## src/rtl/serial_arithmetic_unit.sv

```systemverilog
// Bit-serial (SLICE bits per clock) adder/subtractor with valid/ready handshakes on both sides.
// Define SAU_FLAGS_EN to build the overflow (v) and zero (z) flag logic; otherwise both read 0.
module serial_arithmetic_unit #(
    parameter int unsigned WIDTH = 16,
    parameter int unsigned SLICE = 4
) (
    input  logic             clk,
    input  logic             rst_n,
    input  logic             in_valid,
    output logic             in_ready,
    input  logic [1:0]       sel,
    input  logic [WIDTH-1:0] a,
    input  logic [WIDTH-1:0] b,
    input  logic             ci,
    output logic             out_valid,
    input  logic             out_ready,
    output logic [WIDTH-1:0] g,
    output logic             co,
    output logic             v,
    output logic             z
);

    localparam int unsigned NSLICE = WIDTH / SLICE;
    localparam int unsigned CW     = $clog2(NSLICE);
    localparam logic [CW-1:0] LastCnt = CW'(NSLICE - 1);

    if ((WIDTH % SLICE) != 0 || NSLICE < 2) begin : g_bad_cfg
        $error("serial_arithmetic_unit: WIDTH must be a multiple of SLICE with NSLICE >= 2");
    end

    typedef enum logic [1:0] {StIdle, StRun, StDone} state_e;

    state_e           state_q, state_d;
    logic [WIDTH-1:0] a_q, b_q, res_q, res_d, g_q;
    logic [WIDTH-1:0] x_full, y_full;
    logic [1:0]       sel_q;
    logic [CW-1:0]    cnt_q, cnt_d;
    logic             carry_q, carry_d, co_q;
    logic [SLICE-1:0] x_sl, y_sl;
    logic [SLICE:0]   sum_sl;
    logic             last, accept;

    assign in_ready  = (state_q == StIdle);
    assign out_valid = (state_q == StDone);
    assign accept    = (state_q == StIdle) && in_valid;
    assign last      = (cnt_q == LastCnt);

    // Operand conditioning: the function select only inverts or masks the full-width operands.
    always_comb begin
        x_full = a_q;
        y_full = b_q;
        case (sel_q)
            2'b00:   y_full = '0;
            2'b01:   y_full = b_q;
            2'b10:   y_full = ~b_q;
            default: x_full = ~a_q;
        endcase
    end

    assign x_sl   = x_full[cnt_q*SLICE +: SLICE];
    assign y_sl   = y_full[cnt_q*SLICE +: SLICE];
    assign sum_sl = {1'b0, x_sl} + {1'b0, y_sl} + {{SLICE{1'b0}}, carry_q};

    always_comb begin
        state_d = state_q;
        cnt_d   = cnt_q;
        carry_d = carry_q;
        res_d   = res_q;
        case (state_q)
            StIdle: begin
                if (in_valid) begin
                    state_d = StRun;
                    cnt_d   = '0;
                    carry_d = ci;
                end
            end
            StRun: begin
                res_d[cnt_q*SLICE +: SLICE] = sum_sl[SLICE-1:0];
                carry_d = sum_sl[SLICE];
                cnt_d   = cnt_q + CW'(1);
                if (last) state_d = StDone;
            end
            StDone: begin
                if (out_ready) state_d = StIdle;
            end
            default: state_d = StIdle;
        endcase
    end

    always_ff @(posedge clk or negedge rst_n) begin
        if (!rst_n) begin
            state_q <= StIdle;
            cnt_q   <= '0;
            carry_q <= 1'b0;
            res_q   <= '0;
            a_q     <= '0;
            b_q     <= '0;
            sel_q   <= 2'b00;
            g_q     <= '0;
            co_q    <= 1'b0;
        end else begin
            state_q <= state_d;
            cnt_q   <= cnt_d;
            carry_q <= carry_d;
            res_q   <= res_d;
            if (accept) begin
                a_q   <= a;
                b_q   <= b;
                sel_q <= sel;
            end
            // Visible result only updates on entry to DONE, never mid-operation.
            if (state_q == StRun && last) begin
                g_q  <= res_d;
                co_q <= sum_sl[SLICE];
            end
        end
    end

    assign g  = g_q;
    assign co = co_q;

`ifdef SAU_FLAGS_EN
    logic zacc_q, v_q, z_q;
    logic slice_zero, c_msb;

    assign slice_zero = (sum_sl[SLICE-1:0] == '0);
    // Carry into the top bit recovered from the top bit's own sum.
    assign c_msb      = x_sl[SLICE-1] ^ y_sl[SLICE-1] ^ sum_sl[SLICE-1];

    always_ff @(posedge clk or negedge rst_n) begin
        if (!rst_n) begin
            zacc_q <= 1'b0;
            v_q    <= 1'b0;
            z_q    <= 1'b0;
        end else if (accept) begin
            zacc_q <= 1'b1;
        end else if (state_q == StRun) begin
            zacc_q <= zacc_q & slice_zero;
            if (last) begin
                v_q <= c_msb ^ sum_sl[SLICE];
                z_q <= zacc_q & slice_zero;
            end
        end
    end

    assign v = v_q;
    assign z = z_q;
`else
    assign v = 1'b0;
    assign z = 1'b0;
`endif

endmodule
```

## config.mk

```make
export PLATFORM = sky130hd
export DESIGN_NAME = serial_arithmetic_unit
export DESIGN_NICKNAME = d
export VERILOG_FILES = /design/src/rtl/serial_arithmetic_unit.sv
export SDC_FILE = /design/constraint.sdc
export NUM_CORES = 1
export LEC_CHECK = 0
export CAP_MARGIN = 20
export CELL_PAD_IN_SITES_DETAIL_PLACEMENT = 1
export CELL_PAD_IN_SITES_GLOBAL_PLACEMENT = 1
export CORE_MARGIN = 2
export CORE_UTILIZATION = 42
export DETAILED_ROUTE_END_ITERATION = 8
export HOLD_SLACK_MARGIN = 0.05
export PLACE_DENSITY = 0.78
export SLEW_MARGIN = 0
export SYNTH_ARGS = -nofsm -noshare
export SYNTH_HDL_FRONTEND = slang
export SYNTH_SLANG_ARGS = --single-unit
```

## constraint.sdc

```tcl
create_clock -name clk -period 3.8 [get_ports clk]
set_clock_uncertainty 0.1 [all_clocks]
set_input_delay 0.95 -clock clk [delete_from_list [all_inputs] [get_ports clk]]
set_output_delay 0.95 -clock clk [all_outputs]
set_load 0.005 [all_outputs]
```

Word-level counts from Yosys, hierarchy flattened

Cells that the tools add are included.
W data, S select, Z words.

ROM bits: 0
Bits in writable memories: 0
Latch bits: 0
Bits of input ports: 39
Memories: 0
Logic and storage cells: 47
Register bits after elaboration: 72
Output and inout port bits: 21

Equal/unequal tests: 8
Shifts and indexed selects: 4
Bitwise gates (word level): 2
$lt $le $gt $ge: 0
Mux-type cells: 12
$mul: 0
$add $sub $neg: 4
Reductions and logical operators: 8
Divide/modulo/power cells: 0

Operators by type and width:

| cell                      | count |
|---|---|
| $neg A4 Y34               | 1 |
| $shift A4 B34 Y16 const A | 1 |
| $shiftx A4 B34 Y16        | 1 |
| $mux W16                  | 2 |
| $not A16 Y16              | 2 |
| $pmux W16 S2              | 1 |
| $shiftx A16 B5 Y4         | 2 |
| $bwmux W16                | 1 |
| $mux W2                   | 4 |
| $eq A2 B2 Y1 const B      | 3 |
| $pmux W2 S3               | 1 |
| $add A4 B4 Y5             | 1 |
| $add A5 B1 Y5             | 1 |
| $eq A2 B1 Y1 const B      | 2 |
| $logic_not A2 Y1          | 2 |
| $ne A2 B2 Y1 const B      | 2 |
| $pmux W2 S2               | 1 |
| $reduce_and A3 Y1         | 1 |
| $reduce_or A3 Y1          | 1 |
| $add A2 B1 Y2 const B     | 1 |
| $logic_and A1 B1 Y1       | 2 |
| $ne A2 B1 Y1 const B      | 1 |
| $pmux W1 S2               | 1 |
| $reduce_and A2 Y1         | 1 |
| other kinds (2)           | 2 |

Depth between registers and ports, before layout

Gate-level depths: netlist of the first run.

Depth after elaboration: 9
Depth in mapped cells: 9

Worst setup path before layout of the first run

No wires, ideal clock.

Path type: register to register
Start: register cnt_q[0]
End: register g_q[14] (netlist: g[14])
Path buffers: 1
Data arrival time: 2.779 ns
Setup slack: 0.794 ns
Setup time: 0.128 ns
Period minus slack after synthesis: 3.006 ns
Stages on the path, launching flop included: 10
Required time: 3.572 ns
Cell sequence: dfrtp_1 buf_6 mux4_2 xor2_1 fa_1 fa_1 xnor2_1 inv_1 o21ai_1 mux2_1

Word-level cells in the longest chain between the ends: 6

Ends and longest elaborated chain:

| item                                        | line   | RTL |
|---|---|---|
| start, declared                             | 37     | `logic [CW-1:0] cnt_q, cnt_d;` |
| start signal, assigned                      | 103    | `cnt_q <= cnt_d;` |
| $shiftx A16 B5 Y4, on equally long branches | 60, 61 |  |
| $add A4 B4 Y5                               | 62     | `assign sum_sl = {1'b0, x_sl} + {1'b0, y_sl} + {{SLICE{1'b0}}, carry_q};` |
| $add A5 B1 Y5                               | 62     |  |
| $shiftx A4 B34 Y16                          | 78     | `res_d[cnt_q*SLICE +: SLICE] = sum_sl[SLICE-1:0];` |
| $bwmux W16 (*)                              | 78     |  |
| $mux W16 (*)                                | 69     | `case (state_q)` |
| named net res_d[14]                         | 34     | `logic [WIDTH-1:0] a_q, b_q, res_q, res_d, g_q;` |
| end signal, assigned                        | 113    | `g_q <= res_d;` |
| end, declared                               | 34     |  |

The timed path passes the listed nets; every way through them passes the cells marked *.
A chain may end at the register's enable or synchronous reset.

Final worst setup path of the first run

Same ends and word-level chain as after synthesis.

==> results of run 1 <==
[critical path: stages (launching register included)]
cell     delay (ns)
dfrtp_1        0.61
mux4_2         0.57
xor2_1         0.17
fa_1           0.45
fa_1           0.43
xnor2_1        0.15
inv_1          0.16
o21ai_1        0.12
mux2_1         0.30
[per-layer routing]
layer / GRT usage, % / up-vias / share of wire (%)
li1: - / 1004 / -
met1: 24.4 / 1135 / 43
met2: 34.0 / 46 / 52
met3: 4.19 / 12 / 3.2
met4: 9.56 / 0 / 2.1
met5: 0 / - / 0
[Yosys cell counts, drive strengths merged, types with 2 or more instances]
| cell type | instances | area [um^2] |
|---|---|---|
| xnor2 | 5 | 43.8 |
| o21ai | 20 | 123 |
| mux2 | 49 | 552 |
| nor2 | 2 | 7.51 |
| or4 | 2 | 22.5 |
| nand3b | 4 | 30.0 |
| nor2b | 2 | 12.5 |
| mux4 | 8 | 180 |
| fa | 2 | 40.0 |
| nand2 | 24 | 90.1 |
| and2b | 2 | 15.0 |
| a21o | 2 | 15.0 |
| buf | 10 | 71.3 |
| dfrtp | 72 | 1800 |
| ha | 9 | 113 |
| a21oi | 6 | 30.0 |
| inv | 8 | 30.0 |
| and3 | 4 | 25.0 |
| o31ai | 5 | 37.5 |
[cell type report]
type	count	area, um^2
Fill cell	776	3440
Sequential cell	72	1800
Multi-Input combinational cell	157	1440
Timing Repair Buffer	65	638
Tap cell	102	128
Clock buffer	9	124
Clock inverter	7	124
Inverter	8	30.0
[layout by cell type (no fill, tap or decap), drive strengths merged]
| cell type | instances |
|---|---|
| a21o | 2 |
| a21oi | 6 |
| a22oi | 1 |
| and2b | 2 |
| and3 | 4 |
| and3b | 1 |
| buf | 9 |
| bufinv | 3 |
| clkbuf | 9 |
| clkdlybuf4s50 | 56 |
| clkinvlp | 1 |
| conb | 2 |
| dfrtp | 72 |
| fa | 2 |
| ha | 9 |
| inv | 11 |
| mux2 | 49 |
| mux2i | 1 |
| mux4 | 8 |
| nand2 | 24 |
| nand2b | 1 |
| nand3b | 4 |
| nand4 | 1 |
| nand4b | 1 |
| nor2 | 2 |
| nor2b | 2 |
| nor3b | 1 |
| o21ai | 20 |
| o21bai | 1 |
| o31ai | 5 |
| or4 | 2 |
| xnor2 | 5 |
| xor2 | 1 |
[final timing paths]
kind,from,endpoint
max,cnt_q[0],g[14]
min,rst_n,carry_q
max reg2reg,cnt_q[0],g[14]
min reg2reg,res_q[0],res_q[0]
max in group asynchronous,rst_n,a_q[13]
min in group clk,res_q[0],res_q[0]
[cells by family after synthesis]
| kind of cell | share of synthesized area, % |
|---|---|
| DFF | 54.0 |
| muxes | 22.2 |
| and+or+nand+nor | 7.80 |
| AOI/OAI and AO/OA | 6.60 |
| buffers and inverters | 3.15 |
| adders and majority gates | 4.57 |
| xor gates and xnor gates | 1.57 |
| other | 0.112 |
[flip-flops by register name, indices dropped and copies added (netlist names), 2 cells and up]
signal	cells
res_q	16
sel_q	2
state_q	2
cnt_q	2
g	16
b_q	16
a_q	16
[per-stage QoR]
| stage | std cells | utilization, % | hold WS (ns) | setup slack, ns |
|---|---|---|---|---|
| finish | 420 | 55.5 | 0.311 | 0.645 |
| global route | 420 | 55.5 | 0.294 | 0.443 |
| CTS | 419 | 55.2 | 0.377 | 0.607 |
| detailed placement | 403 | 52.0 | 0.357 | 0.630 |
| global placement | 403 | 52.0 | 0.349 | 0.689 |
| floorplan | 248 | - | 0.336 | 0.794 |
[power groups by stage]
stage               logic (mW)  registers, mW  clock network (mW)
finish                    2.14           1.32               0.770
global route              2.34           1.37               0.818
CTS                       2.17           1.33               0.785
detailed placement        2.16           1.35                   0
global placement          2.09           1.33                   0
floorplan                 1.49           1.23                   0
==> parameters.txt, run 1 <==
Parameter                              Value

Run status
  Outcome    completed

Placed design
  I/O Buffers    57
  Detail Placement HPWL    5.54 mm
  Gp weighted congestion    0.735
  Placement-stage cell area    4020 um^2

Route
  Via total after detailed routing    2197
  Number of nets with antenna violations after detailed routing    0
  TritonRoute pass-1 iters    4
  Routed wire length per instance    18.1 um
  DRT Wirelength    7.59 mm
  DRC violations left    0
  Vias per std cell    5.23
  DRC marker count from the first detailed-route iteration    37

Critical path
  Start-to-end type of the worst setup path    flip-flop to flip-flop
  Worst r2r path cells    8
  Worst R2R Setup Slack    0.64 ns
  Startpoint Class    flip-flop
  Critical Path Sink Type    flip-flop
  Endpoint arrival time on the critical path    3.31 ns
  Required arrival time at the worst endpoint    3.95 ns
  Maximum fanout along the worst path    8

Timing
  Max Slew Vio Count    0
  Sum of negative setup slack    0 ns
  RSZ-0062 raised after global routing    no
  Count of final setup violators    0
  Final hold violations    0
  Worst rel slew slack    48.8%
  Pin slew with the least headroom to its limit    0.769 ns
  Max Fclk    0.317 GHz
  Fraction of the cycle the final worst path needs    83.0%
  Time the worst path needs with I/O delays and setup    3.16 ns

Global route
  Largest net degree at the start of global routing    47
  Via count of the first global-routing pass    2487
  First-pass GRT wire length    12.8 mm
  GRT Util Overall    20.0%
  Initial antenna violation count    0
  Total global routing overflow    0

Synth
  Synthesized area per cell    13.5 um^2
  Count of unique library cells instantiated by Yosys    36
  Number of synthesized flops with an enable pin    0
  Fraction of synthesis flops using an asynchronous set or reset pin    100%
  Number of instances in the synthesized netlist    247
  Netlist Area Pre-Place    3340 um^2
  Total of warnings raised by yosys    0
  Most common flop cell mapped by yosys    dfrtp_1
  Number of flip-flops and latches in the synthesized netlist    72
  Sequential element share of the synthesized area    54.0%

Layout
  Post-route design area    4290 um^2
  Number of nets in the layout    363
  Count of antenna diodes in the layout    0
  Synth-to-Final Area Change    28.4%
  Share of post-route cells with drive strength above 1    24.8%

Floorplanning
  Overall die height    93.2 um
  Top-level port count    60
  Starting utilization of the core area    43.2%
  Standard-cell row count    32
  Area of the die    8680 um^2
  Core ar.    7730 um^2
  DIE WIDTH    93.2 um

Clocking
  Max Buffers Root-to-Sink    2
  Number of buffers inserted for hold repair after clock tree synthesis    0
  Clock buffer count from CTS    9
  Clock Root Buffer    clkbuf_8
  CTS HTree Levels    3
  Number of gates resized after cts    0
  # Post-CTS Setup Buffers    0
  TritonCTS clock tree    yes
  Clk sinks    72
  Clock latency of the later-clocked register in the worst-skew pair    0.36 ns
  Clock slew at reported path FFs    0.09 ns

Pwr
  Worst IR Drop VDD    0.000525 V
  Total power per unit cell area    987 nW/um^2
  Pwr Total    4.23 mW
  Cell-internal power    2.55 mW
  Clock network power share    18.2%
  Seq pwr share    31.2%
  NetSw    1.68 mW
  Switching power as a share of total power    39.7%
  Leakage component of the power    1.90 nW
  Logic gate share of total power    50.6%

Job
  Max cap viols    0

Hold path
  Class of the tightest hold or removal check    primary input to asynchronous set/reset pin
No activity file was read; power rests on OpenSTA's default activity.
==> run 2, diff against run 1 <==
==> constraint.sdc (replaced) <==
create_clock -name clk -period 3 [get_ports clk]
set_clock_uncertainty 0.1 [all_clocks]
set_input_delay 0.75 -clock clk [delete_from_list [all_inputs] [get_ports clk]]
set_output_delay 0.75 -clock clk [all_outputs]
set_load 0.005 [all_outputs]
==> parameters.txt, run 2 (synthesis gave the netlist of run 1 again) <==
Parameter                              Value

Placed design
  Detail Placement HPWL    5.26 mm (-4.9%)
  I/O Buffers    57 (unchanged)
  Gp weighted congestion    0.736 (+0.11%)
  Placement-stage worst setup slack    0.0547 ns (-0.575 ns)

Route
  DRC violations left    0 (unchanged)
  Via total after detailed routing    2166 (-1.4%)
  DRC marker count from the first detailed-route iteration    52 (+41%)
  TritonRoute pass-1 iters    4 (unchanged)
  DRT Wirelength    7.17 mm (-5.6%)
  Number of nets with antenna violations after detailed routing    0 (unchanged)
  Vias per std cell    5.16 (-1.4%)
  Routed wire length per instance    17.1 um (-5.6%)

Critical path
  End of the worst register-to-register path    g[6]
  Cells along the critical path    mux4_2, xor2_1, fa_2, fa_1, xnor2_1, inv_2, o21ai_1, mux2_1
  Critical Path Sink Type    flip-flop
  Endpoint arrival time on the critical path    2.95 ns (-0.36 ns)
  Peak per-stage delay on the critical path    0.52 ns (-0.09 ns)
  Maximum fanout along the worst path    5 (-3)
  Worst r2r path cells    8 (unchanged)
  Worst R2R Setup Slack    0.17 ns (-0.47 ns)
  Required arrival time at the worst endpoint    3.13 ns (-0.82 ns)
  Slowest CP cell    mux4_2
  Launch instance of the worst register-to-register path    cnt_q[0]
  Startpoint Class    flip-flop
  Start-to-end type of the worst setup path    flip-flop to flip-flop

Pwr
  Leakage component of the power    1.89 nW (-0.58%)
  NetSw    2.12 mW (+26%)
  Cell-internal power    3.21 mW (+26%)
  Total power per unit cell area    1240 nW/um^2 (+26%)
  Clock network power share    16.4% (-1.8 points)
  Logic gate share of total power    52.6% (+2.0 points)
  Worst IR Drop VDD    0.000698 V (+33%)
  Seq pwr share    31.0% (-0.2 points)
  Switching power as a share of total power    39.8% (+0.062 points)

Job
  Max cap viols    0 (unchanged)

Timing
  Count of final setup violators    0 (unchanged)
  Max Slew Vio Count    0 (unchanged)
  Final hold violations    0 (unchanged)
  Time the worst path needs with I/O delays and setup    2.83 ns (-0.330 ns)
  Worst rel slew slack    53.1% (+4.4 points)
  Sum of negative setup slack    0 ns (unchanged)
  Fraction of the cycle the final worst path needs    94.2% (+11 points)
  Setup ws final    0.175 ns (-0.470 ns)
  Max Fclk    0.354 GHz (+12%)
  Pin slew with the least headroom to its limit    0.703 ns (-0.0655 ns)
  RSZ-0062 raised after global routing    no

Clocking
  Clock Root Buffer    clkbuf_8
  Max Buffers Root-to-Sink    2 (unchanged)
  Clock buffer count from CTS    9 (unchanged)
  Clk sinks    72 (unchanged)
  Clock latency of the later-clocked register in the worst-skew pair    0.35 ns (about the same)
  TritonCTS clock tree    yes
  CTS HTree Levels    3 (unchanged)
  Clock slew at reported path FFs    0.08 ns (about the same)

Layout
  Commonest non-fill, non-tap cell in the layout    dfrtp_1
  Layout Utilization    55.4% (about the same)
  Share of post-route cells with drive strength above 1    25.8% (+0.94 points)
  Top library cells by usage in the layout, fill and taps aside    dfrtp_1 (71), clkdlybuf4s50_1 (56), mux2_2 (32)
  Synth-to-Final Area Change    28.3% (about the same)
  Count of antenna diodes in the layout    0 (unchanged)
  Number of nets in the layout    363 (unchanged)

Floorplanning
  Top-level port count    60 (unchanged)
  DIE WIDTH    93.2 um (unchanged)
  Overall die height    93.2 um (unchanged)
  Starting utilization of the core area    43.2% (unchanged)
  Area of the die    8680 um^2 (unchanged)
  Core ar.    7730 um^2 (unchanged)
  Standard-cell row count    32 (unchanged)

Hold path
  Class of the tightest hold or removal check    primary input to asynchronous set/reset pin

Global route
  Via count of the first global-routing pass    2366 (-4.9%)
  First-pass GRT wire length    12.3 mm (-4.3%)
  Total global routing overflow    0 (unchanged)
  GRT Util Overall    18.8% (-1.3 points)
  Largest net degree at the start of global routing    45 (-4.3%)
  Initial antenna violation count    0 (unchanged)

Run status
  Outcome    completed
[run 2: per-stage QoR]
step                power (mW)  std cells  hold slack, ns  area, um^2
CTS                       5.38        420           0.353        4280
global route              5.75        420           0.399        4280
floorplan                 3.45        248           0.336        3340
global placement          4.37        404           0.349        4050
finish                    5.33        420           0.353        4280
detailed placement        4.47        404           0.358        4050
[run 2: how the worst max path moves through the flow]
stage / to / slack [ns] / cells past startpoint / from
5_1_grt: g[11] / 0.04 / 9 / cnt_q[0]
4_1_cts: g[14] / 0.01 / 8 / cnt_q[0]
3_3_place_gp: g[14] / 0.13 / 8 / cnt_q[0]
2_1_floorplan: g[14] / 0.07 / 9 / cnt_q[0]
3_5_place_dp: g[14] / 0.05 / 8 / cnt_q[0]
6_report: g[6] / 0.17 / 8 / cnt_q[0]
[run 2: routing by layer]
metal	share of wire (%)	vias up	track usage [%]
met5	0	-	0
met4	1.1	0	6.25
met3	2.5	7	3.38
met2	52	48	32.2
met1	44	1105	24.1
li1	-	1006	-
[run 2: cell type report]
class | instances | area, um^2
inverters | 8 | 30.0
multi-input cells | 157 | 1440
well taps | 102 | 128
fillers | 778 | 3440
clock buffers | 10 | 138
flip-flops and latches | 72 | 1800
repair buffers | 65 | 651
clock inverters | 6 | 92.6
[run 2: power groups by stage]
| stage | Combinational (mW) | Clock, mW | Sequential [mW] |
|---|---|---|---|
| final | 2.80 | 0.873 | 1.65 |
| after global routing | 3.10 | 0.934 | 1.72 |
| after detailed placement | 2.78 | 0 | 1.68 |
| after global placement | 2.71 | 0 | 1.66 |
| after CTS | 2.82 | 0.892 | 1.67 |
| after floorplan | 1.89 | 0 | 1.56 |
[run 2: repair_timing]
action | 4_1_cts | 5_1_grt
endpoints found under the setup margin | 0 | 4
resized for setup | 0 | 2
setup buffers | 0 | 0
hold buffers | 0 | 0
[run 2: critical path, delay by kind of cell (launching register included)]
kind | cells | cell delay [ns]
AOI/OAI and AO/OA | 1 | 0.11
xor gates and xnor gates | 2 | 0.33
adders and majority gates | 2 | 0.80
buffers and inverters | 1 | 0.11
DFF | 1 | 0.44
muxes | 2 | 0.82
==> run 3, diff against run 2 <==
--- a/config.mk
+++ b/config.mk
@@ -13,7 +13,9 @@
 export DETAILED_ROUTE_END_ITERATION = 8
 export HOLD_SLACK_MARGIN = 0.05
 export PLACE_DENSITY = 0.78
+export RECOVER_POWER = 25
 export SLEW_MARGIN = 0
 export SYNTH_ARGS = -nofsm -noshare
 export SYNTH_HDL_FRONTEND = slang
 export SYNTH_SLANG_ARGS = --single-unit
+export TNS_END_PERCENT = 1
==> parameters.txt, run 3 (synthesis gave the netlist of run 1 again) <==
Parameter                              Value

Layout
  Layout Utilization    55.4% (about the same)
  Count of antenna diodes in the layout    0 (unchanged)
  Top library cells by usage in the layout, fill and taps aside    dfrtp_1 (71), clkdlybuf4s50_1 (56), mux2_2 (32)
  Post-route design area    4280 um^2 (about the same)
  Synth-to-Final Area Change    28.3% (about the same)
  Number of nets in the layout    363 (unchanged)
  Commonest non-fill, non-tap cell in the layout    dfrtp_1
  Share of post-route cells with drive strength above 1    25.5% (-0.31 points)

Clocking
  TritonCTS clock tree    yes
  Clk sinks    72 (unchanged)
  Number of gates resized after cts    0 (unchanged)
  Clock Root Buffer    clkbuf_8
  Clock buffer count from CTS    9 (unchanged)
  # Post-CTS Setup Buffers    0 (unchanged)
  CTS HTree Levels    3 (unchanged)
  Clock latency of the later-clocked register in the worst-skew pair    0.35 ns (about the same)
  Max Buffers Root-to-Sink    2 (unchanged)
  Number of buffers inserted for hold repair after clock tree synthesis    0 (unchanged)
  Clock slew at reported path FFs    0.08 ns (about the same)

Placed design
  I/O Buffers    57 (unchanged)
  Placement-stage worst setup slack    0.0547 ns (unchanged)
  Detail Placement HPWL    5.26 mm (unchanged)
  Gp weighted congestion    0.736 (unchanged)
  Placement-stage cell area    4050 um^2 (unchanged)

Timing
  Count of final setup violators    0 (unchanged)
  Setup ws final    0.176 ns (+0.00143 ns)
  Time the worst path needs with I/O delays and setup    2.82 ns (-0.00143 ns)
  Max Fclk    0.354 GHz (about the same)
  RSZ-0062 raised after global routing    no
  Pin slew with the least headroom to its limit    1.63 ns (+0.925 ns)
  Worst rel slew slack    -8.57% (-62 points)
  Sum of negative setup slack    0 ns (unchanged)
  Final hold violations    0 (unchanged)
  Fraction of the cycle the final worst path needs    94.1% (about the same)
  Max Slew Vio Count    29 (+29)

Floorplanning
  Overall die height    93.2 um (unchanged)
  Standard-cell row count    32 (unchanged)
  Top-level port count    60 (unchanged)
  DIE WIDTH    93.2 um (unchanged)
  Area of the die    8680 um^2 (unchanged)
  Core ar.    7730 um^2 (unchanged)
  Starting utilization of the core area    43.2% (unchanged)

Pwr
  NetSw    2.11 mW (-0.31%)
  Worst IR Drop VDD    0.000698 V (about the same)
  Switching power as a share of total power    39.7% (-0.074 points)
  Leakage component of the power    1.88 nW (-0.15%)
  Clock network power share    16.4% (about the same)
  Logic gate share of total power    52.5% (about the same)
  Total power per unit cell area    1240 nW/um^2 (about the same)
  Pwr Total    5.32 mW (-0.13%)
  Seq pwr share    31.1% (about the same)
  Cell-internal power    3.21 mW (about the same)

Critical path
  Peak per-stage delay on the critical path    0.52 ns (about the same)
  Start-to-end type of the worst setup path    flip-flop to flip-flop
  Number of buffers and inverters on the critical path    1 (unchanged)
  Startpoint Class    flip-flop
  Cells along the critical path    mux4_2, xor2_1, fa_2, fa_1, xnor2_1, inv_2, o21ai_1, mux2_1
  Endpoint arrival time on the critical path    2.95 ns (about the same)
  Worst R2R Setup Slack    0.18 ns (about the same)
  Kind of cell adding the most delay to the critical path    multiplexers
  Critical Path Sink Type    flip-flop
  Slowest CP cell    mux4_2
  Depth of the critical timing path with buffers and inverters included    8 (unchanged)
  Maximum fanout along the worst path    5 (unchanged)
  Worst r2r path cells    8 (unchanged)
  Required arrival time at the worst endpoint    3.13 ns (about the same)

Global route
  Initial antenna violation count    0 (unchanged)
  First-pass GRT wire length    12.3 mm (unchanged)
  Total global routing overflow    0 (unchanged)
  GRT Util Overall    18.8% (unchanged)
  Largest net degree at the start of global routing    45 (unchanged)
  Via count of the first global-routing pass    2366 (unchanged)

Job
  Max cap viols    1 (+1)

Run status
  Outcome    complete, but fails checks
  Violated checks    max-capacitance violations, max-slew violations

Route
  Number of nets with antenna violations after detailed routing    0 (unchanged)
  DRC violations left    0 (unchanged)
  Vias per std cell    5.15 (about the same)
  DRT Wirelength    7.16 mm (-0.15%)
  DRC marker count from the first detailed-route iteration    57 (+9.6%)
  Routed wire length per instance    17.0 um (-0.15%)
  Via total after detailed routing    2164 (-0.092%)
  TritonRoute pass-1 iters    4 (unchanged)

Hold path
  Worst hold stages    2
  Class of the tightest hold or removal check    flip-flop to flip-flop
==> run 3: cell type report <==
class,count,area (um^2)
sequential,72,1800
tap,102,128
multi-input combinational,157,1440
clock buffer,10,138
inverter,8,30.0
fill,776,3440
timing repair buffer,65,649
clock inverter,6,92.6
==> run 3: worst paths after layout <==
check,start,to
worst max-delay path,cnt_q[0],g[6]
worst min-delay path,res_q[2],res_q[2]
worst max register to register,cnt_q[0],g[6]
worst min register to register,res_q[2],res_q[2]
max in group asynchronous,rst_n,cnt_q[0]
min in group asynchronous,rst_n,g[1]
==> run 3: per-stage QoR <==
stage	hold slack, ns	cells
floorplan	0.336	248
global placement	0.349	404
detailed placement	0.358	404
CTS	0.353	420
global route	0.402	420
finish	0.370	420
==> run 3: layer usage <==
layer  global-route usage, %  wire length (um)  vias up
met5                       0                 0        -
met3                    3.38               237        5
met4                    6.25                62        0
met2                    32.2              3810       50
li1                        -                 -     1005
met1                    24.1              3050     1104
==> run 3: power groups by stage <==
stage	logic (mW)	clock network, mW	registers, mW
6_report	2.80	0.872	1.65
5_1_grt	3.10	0.934	1.72
4_1_cts	2.82	0.892	1.67
3_5_place_dp	2.78	0	1.68
3_3_place_gp	2.71	0	1.66
2_1_floorplan	1.89	0	1.56
==> run 3: worst reg2reg max path: stages (launching register included) <==
cell	delay [ns]
dfrtp_2	0.44
mux4_2	0.52
xor2_1	0.18
fa_2	0.40
fa_1	0.41
xnor2_1	0.15
inv_2	0.11
o21ai_1	0.11
mux2_1	0.30
